File: src/rtl/alu_cond_commit.sv
`default_nettype none
// ============================================================================
//  Module      : alu_cond_commit
//  Description : Execute-stage back end. Holds the NZCV flag register,
//                evaluates the ARM condition field of each instruction
//                against it, gates flag updates and register-file
//                writeback, and registers the writeback request one cycle
//                after accept. Also keeps saturating executed/skipped counts.
//  Revision    : 1.0 - initial release
// ============================================================================
module alu_cond_commit #(
    parameter int DATA_W = 32,
    parameter int REG_W  = 4,
    parameter int CNT_W  = 16
) (
    input  logic              clk,
    input  logic              reset,
    input  logic              in_valid,
    input  logic [3:0]        in_cond,
    input  logic              in_set_flags,
    input  logic [DATA_W-1:0] in_alu_result,
    input  logic [3:0]        in_alu_flags,
    input  logic              in_alu_wb,
    input  logic [REG_W-1:0]  in_rd,
    input  logic              stall,
    input  logic              flush,
    output logic              in_ready,
    output logic              cond_pass,
    output logic              wb_en,
    output logic [REG_W-1:0]  wb_rd,
    output logic [DATA_W-1:0] wb_data,
    output logic [3:0]        cpsr_flags,
    output logic [CNT_W-1:0]  exec_count,
    output logic [CNT_W-1:0]  skip_count
);

    // Condition field encodings
    localparam logic [3:0] C_COND_EQ = 4'h0;
    localparam logic [3:0] C_COND_NE = 4'h1;
    localparam logic [3:0] C_COND_CS = 4'h2;
    localparam logic [3:0] C_COND_CC = 4'h3;
    localparam logic [3:0] C_COND_MI = 4'h4;
    localparam logic [3:0] C_COND_PL = 4'h5;
    localparam logic [3:0] C_COND_VS = 4'h6;
    localparam logic [3:0] C_COND_VC = 4'h7;
    localparam logic [3:0] C_COND_HI = 4'h8;
    localparam logic [3:0] C_COND_LS = 4'h9;
    localparam logic [3:0] C_COND_GE = 4'hA;
    localparam logic [3:0] C_COND_LT = 4'hB;
    localparam logic [3:0] C_COND_GT = 4'hC;
    localparam logic [3:0] C_COND_LE = 4'hD;
    localparam logic [3:0] C_COND_AL = 4'hE;

    localparam logic [CNT_W-1:0] C_CNT_ONE = {{(CNT_W-1){1'b0}}, 1'b1};
    localparam logic [CNT_W-1:0] C_CNT_MAX = {CNT_W{1'b1}};

    logic [3:0]        r_cpsr;
    logic              r_wb_en;
    logic [REG_W-1:0]  r_wb_rd;
    logic [DATA_W-1:0] r_wb_data;
    logic [CNT_W-1:0]  r_exec_cnt;
    logic [CNT_W-1:0]  r_skip_cnt;

    logic w_z, w_c, w_n, w_v;
    logic w_pass;
    logic w_ready;
    logic w_accept;

    // Flag bits come straight from the architectural register; the incoming
    // ALU flags are never bypassed into the condition check.
    assign w_z = r_cpsr[0];
    assign w_c = r_cpsr[1];
    assign w_n = r_cpsr[2];
    assign w_v = r_cpsr[3];

    assign w_ready  = !stall && !flush;
    assign w_accept = in_valid && w_ready;

    // Decode the condition field against the current NZCV register
    always_comb begin
        w_pass = 1'b0;
        case (in_cond)
            C_COND_EQ: w_pass = w_z;
            C_COND_NE: w_pass = !w_z;
            C_COND_CS: w_pass = w_c;
            C_COND_CC: w_pass = !w_c;
            C_COND_MI: w_pass = w_n;
            C_COND_PL: w_pass = !w_n;
            C_COND_VS: w_pass = w_v;
            C_COND_VC: w_pass = !w_v;
            C_COND_HI: w_pass = w_c && !w_z;
            C_COND_LS: w_pass = !w_c || w_z;
            C_COND_GE: w_pass = (w_n == w_v);
            C_COND_LT: w_pass = (w_n != w_v);
            C_COND_GT: w_pass = !w_z && (w_n == w_v);
            C_COND_LE: w_pass = w_z || (w_n != w_v);
            C_COND_AL: w_pass = 1'b1;
            default:   w_pass = 1'b0;   // 4'hF is reserved and never executes
        endcase
    end

    // NZCV register: updated only by an accepted, passing, flag-setting op
    always_ff @(posedge clk or posedge reset) begin
        if (reset) begin
            r_cpsr <= 4'b0000;
        end else if (w_accept && w_pass && in_set_flags) begin
            r_cpsr <= in_alu_flags;
        end
    end

    // Writeback enable: a stall freezes it so the request stays aligned with
    // the stalled register file; flush, bubbles and failed conditions clear it
    always_ff @(posedge clk or posedge reset) begin
        if (reset) begin
            r_wb_en <= 1'b0;
        end else if (flush) begin
            r_wb_en <= 1'b0;
        end else if (!stall) begin
            r_wb_en <= w_accept && w_pass && in_alu_wb;
        end
    end

    // Writeback payload is captured only for passing instructions; otherwise
    // it holds its previous value (contents are don't-care while wb_en is low)
    always_ff @(posedge clk or posedge reset) begin
        if (reset) begin
            r_wb_rd   <= '0;
            r_wb_data <= '0;
        end else if (w_accept && w_pass) begin
            r_wb_rd   <= in_rd;
            r_wb_data <= in_alu_result;
        end
    end

    // Executed-instruction counter, saturating at all-ones
    always_ff @(posedge clk or posedge reset) begin
        if (reset) begin
            r_exec_cnt <= '0;
        end else if (w_accept && w_pass && (r_exec_cnt != C_CNT_MAX)) begin
            r_exec_cnt <= r_exec_cnt + C_CNT_ONE;
        end
    end

    // Skipped-instruction counter, saturating at all-ones
    always_ff @(posedge clk or posedge reset) begin
        if (reset) begin
            r_skip_cnt <= '0;
        end else if (w_accept && !w_pass && (r_skip_cnt != C_CNT_MAX)) begin
            r_skip_cnt <= r_skip_cnt + C_CNT_ONE;
        end
    end

    assign in_ready   = w_ready;
    assign cond_pass  = w_pass;
    assign wb_en      = r_wb_en;
    assign wb_rd      = r_wb_rd;
    assign wb_data    = r_wb_data;
    assign cpsr_flags = r_cpsr;
    assign exec_count = r_exec_cnt;
    assign skip_count = r_skip_cnt;

endmodule
`default_nettype wire

File: config.mk
export PLATFORM = sky130hd
export DESIGN_NAME = alu_cond_commit
export DESIGN_NICKNAME = d
export VERILOG_FILES = /design/src/rtl/alu_cond_commit.sv
export SDC_FILE = /design/constraint.sdc
export NUM_CORES = 1
export LEC_CHECK = 0
export ABC_CLOCK_PERIOD_IN_PS = 3950
export CAP_MARGIN = 20
export CORE_UTILIZATION = 40
export CTS_BUF_LIST = sky130_fd_sc_hd__clkbuf_8
export CTS_CLUSTER_SIZE = 16
export DETAILED_ROUTE_END_ITERATION = 7
export GPL_TIMING_DRIVEN = 0
export PLACE_DENSITY_LB_ADDON = 0.08
export SLEW_MARGIN = 20
export SYNTH_ARGS = -nofsm -noshare
export SYNTH_HDL_FRONTEND = slang
export SYNTH_SLANG_ARGS = --single-unit
File: constraint.sdc
create_clock -name clk -period 3.95 [get_ports clk]
set_clock_uncertainty 0.2 [all_clocks]
set_input_delay 0.395 -clock clk [delete_from_list [all_inputs] [get_ports clk]]
set_output_delay 0.395 -clock clk [all_outputs]
set_load 0.02 [all_outputs]
# After elaboration in Yosys (flattened, before gate mapping)
# Cells that the tools add are included.
[totals] register_bits=73 latchBits=0 ram_bits=0 rom_bits=0 input_bits=51 elab_cells=50 n_memories=0
[op_classes] n_addsub=2 mul=0 div=0 magnitude_cmp=0 eq_ne=19 shift=0 n_mux=3 bitwise=0 n_reduce_logical=20
[ops] op="adder 16 x 1 -> 16 bit (second input constant)" n=2
[ops] op="!= test 16 bit (second input constant)" n=2
[ops] op="== test 4 bit (second input constant)" n=7
[ops] op="== test 4 x 3 -> 1 bit (second input constant)" n=4
[ops] op="one-hot mux 1 bit (15 select lines)" n=1
[ops] op="logical AND 1 bit" n=10
[ops] op="== test 4 x 2 -> 1 bit (second input constant)" n=2
[ops] op="logical NOT 1 bit" n=7
[ops] op="== test 4 x 1 -> 1 bit (second input constant)" n=1
[ops] op="logical NOT 4 bit" n=1
[ops] op="logical OR 1 bit" n=2
[ops] op="two-way mux 1 bit" n=2
[ops] op="!= test 2 x 1 -> 1 bit (second input constant)" n=1
[ops] op="== test 1 bit" n=1
[ops] op="!= test 1 bit" n=1

# Depth between registers and ports, before layout
# Gate-level depths: netlist of the first run.
[logic_depth] word_depth=7 ltp_mapped=8 mapped_depth_nobuf=7

# Worst setup path after synthesis of the first run
# Ideal clock, no wire load.
[synth_path] path_type="register -> register" from="reg r_cpsr[2] (netlist: cpsr_flags[2])" to="reg r_wb_data[0] (netlist: wb_data[0])" arrival_ps=2206 required_ps=3622 slack_ps=1417 path_stages_with_launch=8 period_less_slack_ps=2533 path_cell_list="dfrtp_1 > xor2_1 > and3_1 > o311a_1 > o31ai_2 > buf_4 > buf_6 > mux2_1"
[synth_between] elab_chain_cells=4 word_cells_on_any_way=7
[synth_rtl] element="from (decl)" line="57" text="logic [3:0] r_cpsr;"
[synth_rtl] element="from (signal assigned)" line="107" text="r_cpsr <= in_alu_flags;"
[synth_rtl] element="!= test 1 bit / == test 1 bit (equally long branches)"
[synth_rtl] element="logical OR 1 bit / logical AND 1 bit (equally long branches)" line="96, 95"
[synth_rtl] element="one-hot mux 1 bit (15 select lines) (*)" line="82" text="case (in_cond)"
[synth_rtl] element="logical AND 1 bit (*)" line="129" text="end else if (w_accept && w_pass) begin"
[synth_rtl] element="to (signal assigned)" line="131" text="r_wb_data <= in_alu_result;"
[synth_rtl] element="to (decl)" line="60" text="logic [DATA_W-1:0] r_wb_data;"
# Every way passes the cells marked *; elsewhere a longest branch is shown, timed or not.
# A chain may end at the register's enable or synchronous reset.

# Worst setup path after layout of the first run
[layout_path] from="in in_cond[0]" to="out cond_pass"
[layout_between] elab_chain_cells=2 word_cells_on_any_way=16
[layout_rtl] element="from (decl)" line="19" text="input logic [3:0] in_cond,"
[layout_rtl] element="== test 4 bit (tied with other cells)" line="82"
[layout_rtl] element="one-hot mux 1 bit (15 select lines) (*)" line="82"
[layout_rtl] element="to (decl)" line="28" text="output logic cond_pass,"
# Marks and branches as above.

==> results of run 1 <==
## cell families (layout without fill, tap and decap cells)
family                     Yosys count  after routing  share of synthesized area (%)
AOI/OAI and AO/OA                   15             15                           3.76
xor gates and xnor gates            31             31                           8.16
DFF                                 73             73                           54.9
adders and majority gates            2              2                          0.752
buffers and inverters               16            156                           2.97
muxes                               44             44                           14.8
and+or+nand+nor                     80             80                           14.6
## layout make-up
cell class              count  area, um2  area share (%)
plain buffers              11       80.1            1.62
clock buffers              12        165            3.33
multi-input cells         172       1400            28.3
flip-flops and latches     73       1830            36.9
well taps                 102        128            2.58
inverters                   5       21.3           0.429
repair buffers            124       1260            25.4
clock inverters             4       73.8            1.49
## worst register-to-register path, stage by stage, from the launching register on
cell                       delay, ps
sky130_fd_sc_hd__dfrtp_1         500
sky130_fd_sc_hd__xor2_1          220
sky130_fd_sc_hd__o221ai_1        180
sky130_fd_sc_hd__o311a_1         370
sky130_fd_sc_hd__o31ai_2         350
sky130_fd_sc_hd__buf_4           260
sky130_fd_sc_hd__buf_6           180
sky130_fd_sc_hd__mux2_1          330
## per-stage QoR
step	total power [uW]	utilization, %	worst slack (ps)
5_1_grt	3220	62.8	508
6_report	3060	62.8	696
3_5_place_dp	2400	59.8	691
3_3_place_gp	2370	59.4	207
4_1_cts	3090	62.8	682
2_1_floorplan	1760	-	1420
## Yosys cell counts, types with 3 or more instances
cell type and instances:
sky130_fd_sc_hd__and2_1 3, sky130_fd_sc_hd__and3_1 6, sky130_fd_sc_hd__and4_1 4, sky130_fd_sc_hd__buf_2 4
sky130_fd_sc_hd__buf_6 4, sky130_fd_sc_hd__dfrtp_1 73, sky130_fd_sc_hd__inv_1 5, sky130_fd_sc_hd__mux2_1 36
sky130_fd_sc_hd__mux2_2 7, sky130_fd_sc_hd__nand2_1 15, sky130_fd_sc_hd__nand2b_1 3, sky130_fd_sc_hd__nand3_1 13
sky130_fd_sc_hd__nand4_1 12, sky130_fd_sc_hd__nor2_1 4, sky130_fd_sc_hd__nor4_1 3, sky130_fd_sc_hd__xnor2_1 26
sky130_fd_sc_hd__xor2_1 5
## flip-flops by register name, summed over array words and instances, names as in the netlist
name and flops:
wb_en 1, skip_count 16, wb_rd 4, wb_data 32
exec_count 16, cpsr_flags 4
## worst paths after layout
path                          startpoint              to  slack, ps  cells past startpoint
setup / recovery              in_cond[0]       cond_pass        700                      7
hold / removal                     reset     wb_data[31]        190                      2
setup reg to reg           cpsr_flags[3]     wb_data[19]       1240                      7
hold reg to reg              wb_data[25]     wb_data[25]        290                      1
max in group asynchronous          reset  skip_count[11]       2810                      3
min in group clk             wb_data[25]     wb_data[25]        290                      1
## power breakdown
group / internal [uW] / switching (uW)
Combinational: 645 / 578
Clock: 408 / 278
Sequential: 988 / 162
## routing by layer
layer  global-route usage (%)  wire (um)
met5                        0          0
met4                     7.95         86
met3                     3.90        463
met2                     27.8       3370
met1                     24.2       3480
==> summary.md, run 1 <==
| Metric | Value |
|---|---|
| Wire length reported by the detailed router | `7400 um` |
| Number of placed instances, taps included | `487` |
| Global route overflow | `0` |
| RSZ-0062 raised after global routing | `false` |
| Number of global-route vias before repair | `2472` |
| Data required time of the worst path | `3360 ps` |
| Count of inserted antenna diode cells | `0` |
| Finished Cell Area | `4960 um2` |
| Insertion delay to the later sink of the worst-skew pair | `340 ps` |
| Width of the die | `93.2 um` |
| Slowest Stage Delay on Critical Path | `600 ps` |
| Share of synthesized flip-flops with an asynchronous set or reset | `100%` |
| Number of buffers inserted during clock tree synthesis | `9` |
| Syn_nets | `314` |
| Max_slew headroom | `57.0%` |
| Clk Tree Root Cell | `sky130_fd_sc_hd__clkbuf_8` |
| Floorplan core area | `7890 um2` |
| Placed inst area | `4720 um2` |
| Wire length of the first global-routing pass | `12100 um` |
| Port Buffer Count | `123` |
| Total power per unit cell area | `617 nW/um2` |
| Synthesized area per cell | `12.8 um2` |
| Overall track demand over capacity in global routing | `18.0%` |
| Final Hold Violating Endpoints | `0` |
| Filler Cells Inserted | `645` |
| # nets final | `449` |
| Arrival time of the worst setup path | `2660 ps` |
| Type of destination of the critical path | `output port` |
| Slew at the pin with the worst max-slew slack | `642 ps` |
| Residual DRC | `0` |
| Most common flop cell mapped by yosys | `sky130_fd_sc_hd__dfrtp_1` |
| Number of vias after detailed routing | `2547` |
| Ratio of cells with drive above 1 in the final layout | `9.23%` |
| Run status | `finished, final reports clean` |
| Number of cells upsized or downsized after cts | `0` |
| Final worst hold slack | `192 ps` |
| Clock tree buffer depth | `2` |
| ANT nets after route | `0` |
| Number of max-capacitance violations reported | `0` |
| Commonest cells after routing, fill and taps aside | `123 x sky130_fd_sc_hd__clkdlybuf4s50_1, 73 x sky130_fd_sc_hd__dfrtp_1, 36 x sky130_fd_sc_hd__mux2_1` |
| Maximum number of pins on one net before global-route repair | `46` |
| Clock transition at the registers of the reported paths | `80 ps` |
| Syn-to-layout area delta | `48.9%` |
| Critical path buffers and inverters | `3` |
| TritonCTS clock tree | `built` |
| Post-CTS Repair Setup Buffers | `0` |
| Path class of the lowest-slack min-delay path | `input pin to asynchronous set/reset pin` |
| Worst vdd ir | `0.288 mV` |
| Die outline area | `8690 um2` |
| Setup total negative slack | `0 ps` |
| Total number of placement rows | `32` |
| Most common cell after layout, fill and taps aside | `sky130_fd_sc_hd__clkdlybuf4s50_1` |
| Number of antenna violations at the first check in global routing | `0` |
| Number of enable flip-flop cells after synthesis | `0` |
| Max frequency | `307 MHz` |
| Post-synth top area cell | `sky130_fd_sc_hd__dfrtp_1` |
| Worst path slowest cell | `sky130_fd_sc_hd__clkdlybuf4s50_1` |
| Tmin final | `3250 ps` |
| Count of routing violations after the opening detailed-route iteration | `70` |
| Mapped Cells | `261` |
| Leakage | `0.00206 uW` |
| Startpoint kind of the worst setup timing path | `input pin` |
| Part of the Yosys area used for sequential elements | `54.9%` |
| Number of hold-repair buffers added at the cts stage | `0` |
| Post-DP HPWL | `5410 um` |
| Library cells used by synthesis | `47` |
| CP delay by family, top | `buffers and inverters` |
| Floorplan die height | `93.2 um` |
| Maximum fanout count along the critical path | `10` |
| Kind of critical path | `input pin to output port` |
| Cell-by-cell listing of the critical path | `clkdlybuf4s50_1 -> buf_2 -> nand2b_1 -> o311ai_0 -> o31ai_1 -> nand3_1 -> clkdlybuf4s50_1` |
| Syn Std Cell Area | `3330 um2` |
| Pre-antenna DRT Iters | `4` |
| Detail-routed net length per standard cell | `14.7 um` |
| Top-area cell type share of the netlist area | `54.9%` |
| Ports | `126` |
| Setup violation total in the final timing report | `0` |
| Synth warn | `0` |
| Gp weighted congestion | `0.755` |
| Final cell count without fillers | `503` |
| CTS sink count | `73` |
| Initial Utilization | `42.2%` |
| Level count of the clock H-tree | `3` |
| Cells taking the most area after synthesis | `sky130_fd_sc_hd__dfrtp_1 55%, sky130_fd_sc_hd__mux2_1 12%, sky130_fd_sc_hd__xnor2_1 6.8%` |
| Post-detailed-route via-to-cell ratio | `5.06` |
| Most repeated library cell on the critical path | `sky130_fd_sc_hd__clkdlybuf4s50_1` |
| Portion of the clock cycle consumed by the worst path in the final layout | `82.4%` |
| Synthesis-stage register bit count | `73` |
| Slew Limit Fails | `0` |
(Power assumes the default switching activity.)
==> run 2: changes to the inputs <==
--- a/config.mk
+++ b/config.mk
@@ -5,7 +5,7 @@
 export SDC_FILE = /design/constraint.sdc
 export NUM_CORES = 1
 export LEC_CHECK = 0
-export ABC_CLOCK_PERIOD_IN_PS = 3950
+export ABC_CLOCK_PERIOD_IN_PS = 3200
 export CAP_MARGIN = 20
 export CORE_UTILIZATION = 40
 export CTS_BUF_LIST = sky130_fd_sc_hd__clkbuf_8
==> constraint.sdc (replaced) <==
create_clock -name clk -period 3.2 [get_ports clk]
set_clock_uncertainty 0.2 [all_clocks]
set_input_delay 0.32 -clock clk [delete_from_list [all_inputs] [get_ports clk]]
set_output_delay 0.32 -clock clk [all_outputs]
set_load 0.02 [all_outputs]
==> summary.md, run 2 (synthesized netlist as in run 1, its figures left out) <==
| Metric | Value |
|---|---|
| Run status | `finished, final reports clean` |
| ANT nets after route | `0` |
| Number of vias after detailed routing | `2548` |
| Number of cells on the worst reg-to-reg path | `7` |
| Setup slack of the most critical reg-to-reg path | `490 ps` |
| Ports | `126` |
| Detail-routed net length per standard cell | `14.8 um` |
| Final worst hold slack | `116 ps` |
| Insertion delay to the later sink of the worst-skew pair | `340 ps` |
| Number of placed instances, taps included | `487` |
| Max frequency | `355 MHz` |
| Clock transition at the registers of the reported paths | `80 ps` |
| Post-DP HPWL | `5410 um` |
| Gp weighted congestion | `0.755` |
| Wire length reported by the detailed router | `7420 um` |
| Wire length of the first global-routing pass | `12100 um` |
| Number of cells upsized or downsized after cts | `0` |
| Number of hold-repair buffers added at the cts stage | `0` |
| Data required time of the worst path | `3220 ps` |
| Type of destination of the critical path | `flip-flop` |
| Setup WS pre-CTS | `15.5 ps` |
| Port Buffer Count | `123` |
| Post-CTS Repair Setup Buffers | `0` |
| Most common cell after layout, fill and taps aside | `sky130_fd_sc_hd__clkdlybuf4s50_1` |
| Number of global-route vias before repair | `2472` |
| Residual DRC | `0` |
| Number of antenna violations at the first check in global routing | `0` |
| RSZ-0062 raised after global routing | `false` |
| Post-detailed-route via-to-cell ratio | `5.07` |
| Portion of the clock cycle consumed by the worst path in the final layout | `88.1%` |
| Count of routing violations after the opening detailed-route iteration | `69` |
| Startpoint kind of the worst setup timing path | `input pin` |
| Setup slack after layout | `380 ps` |
| Ratio of cells with drive above 1 in the final layout | `9.23%` |
| Kind of critical path | `input pin to flip-flop` |
| Largest register FFs | `32` |
| Number of max-capacitance violations reported | `0` |
| Maximum fanout count along the critical path | `10` |
| Worst vdd ir | `0.356 mV` |
| Die outline area | `8690 um2` |
| Final cell count without fillers | `503` |
| R2R Path End | `wb_data[19]` |
| Overall track demand over capacity in global routing | `18.0%` |
| Slew Limit Fails | `0` |
| Total power per unit cell area | `762 nW/um2` |
| Width of the die | `93.2 um` |
| Global route overflow | `0` |
| Filler Cells Inserted | `645` |
| Path class of the lowest-slack min-delay path | `input pin to asynchronous set/reset pin` |
| Max_slew headroom | `55.5%` |
| Tmin final | `2820 ps` |
| Count of inserted antenna diode cells | `0` |
| Leakage | `0.00208 uW` |
| Maximum number of pins on one net before global-route repair | `46` |
| Clk Tree Root Cell | `sky130_fd_sc_hd__clkbuf_8` |
| Pre-antenna DRT Iters | `4` |
| Post-layout power | `3780 uW` |
| Floorplan die height | `93.2 um` |
| Total number of placement rows | `32` |
| Final Hold Violating Endpoints | `0` |
| Slew at the pin with the worst max-slew slack | `664 ps` |
| Startpoint of the worst register-to-register path | `cpsr_flags[3]` |
| Arrival time of the worst setup path | `2840 ps` |
| Commonest cells after routing, fill and taps aside | `122 x sky130_fd_sc_hd__clkdlybuf4s50_1, 73 x sky130_fd_sc_hd__dfrtp_1, 36 x sky130_fd_sc_hd__mux2_1` |
| Syn-to-layout area delta | `49.0%` |
| CTS sink count | `73` |
| Number of buffers inserted during clock tree synthesis | `9` |
| Level count of the clock H-tree | `3` |
| Setup violation total in the final timing report | `0` |
| TritonCTS clock tree | `built` |
| Initial Utilization | `42.2%` |
| # nets final | `449` |
| Clock tree buffer depth | `2` |
| Floorplan core area | `7890 um2` |
[run 2: changes by cell type in the layout (fill, tap and decap cells not counted), sizes merged]
cell / previous run / this run
dlymetal6s2s: 0 / 1
clkdlybuf4s50: 123 / 122
[run 2: cell type report]
cell class / count / area [um2] / share of cell area [%]
buffer: 11 / 80.1 / 1.61
clock buffer: 12 / 165 / 3.33
clock inverter: 4 / 73.8 / 1.49
inverter: 5 / 21.3 / 0.429
multi-input combinational: 172 / 1400 / 28.3
sequential: 73 / 1830 / 36.8
tap: 102 / 128 / 2.57
timing repair buffer: 124 / 1260 / 25.4
[run 2: per-layer routing]
| layer | global-route usage (%) | wire length [um] | share of wire (%) | vias to the layer above |
|---|---|---|---|---|
| li1 | - | - | - | 1205 |
| met2 | 27.8 | 3380 | 46 | 86 |
| met3 | 3.90 | 461 | 6.2 | 10 |
| met1 | 24.2 | 3490 | 47 | 1247 |
| met5 | 0 | 0 | 0 | - |
| met4 | 7.95 | 86 | 1.2 | 0 |
[run 2: critical path, cell delays in order]
cell	delay (ps)
sky130_fd_sc_hd__clkdlybuf4s50_1	560
sky130_fd_sc_hd__buf_2	230
sky130_fd_sc_hd__nand2b_1	120
sky130_fd_sc_hd__o311ai_0	170
sky130_fd_sc_hd__o31a_1	380
sky130_fd_sc_hd__o31ai_2	290
sky130_fd_sc_hd__buf_4	260
sky130_fd_sc_hd__buf_6	170
sky130_fd_sc_hd__mux2_1	330
[run 2: where the power goes]
part | internal (uW) | switching [uW] | total (uW)
registers | 1220 | 201 | 1420
logic | 796 | 714 | 1510
clock network | 503 | 344 | 847
total | 2520 | 1260 | 3780
[run 2: metrics by stage]
stage                     setup TNS (ps)  cell area, um2  util (%)
after floorplan                        0            3330         -
after global routing                   0            4960      62.9
after detailed placement               0            4720      59.8
final                                  0            4960      62.9
after CTS                              0            4960      62.8
after global placement            -33860            4690      59.4
[run 2: worst max-delay path by stage]
| stage | startpoint | cells after the start | slack [ps] | endpoint |
|---|---|---|---|---|
| detailed placement | in_cond[0] | 9 | 20 | wb_data[28] |
| CTS | in_cond[0] | 7 | 80 | cond_pass |
| floorplan | cpsr_flags[2] | 7 | 670 | wb_data[0] |
| global placement | reset | 2 | -470 | skip_count[4] |
| global route | in_cond[0] | 8 | 110 | exec_count[10] |
| finish | in_cond[0] | 9 | 380 | wb_data[19] |
==> run 3: changes to the inputs <==
--- a/config.mk
+++ b/config.mk
@@ -5,7 +5,6 @@
 export SDC_FILE = /design/constraint.sdc
 export NUM_CORES = 1
 export LEC_CHECK = 0
-export ABC_CLOCK_PERIOD_IN_PS = 3200
 export CAP_MARGIN = 20
 export CORE_UTILIZATION = 40
 export CTS_BUF_LIST = sky130_fd_sc_hd__clkbuf_8
==> results of run 3 <==
Final layout, timing and power as in run 2 (identical DEF).
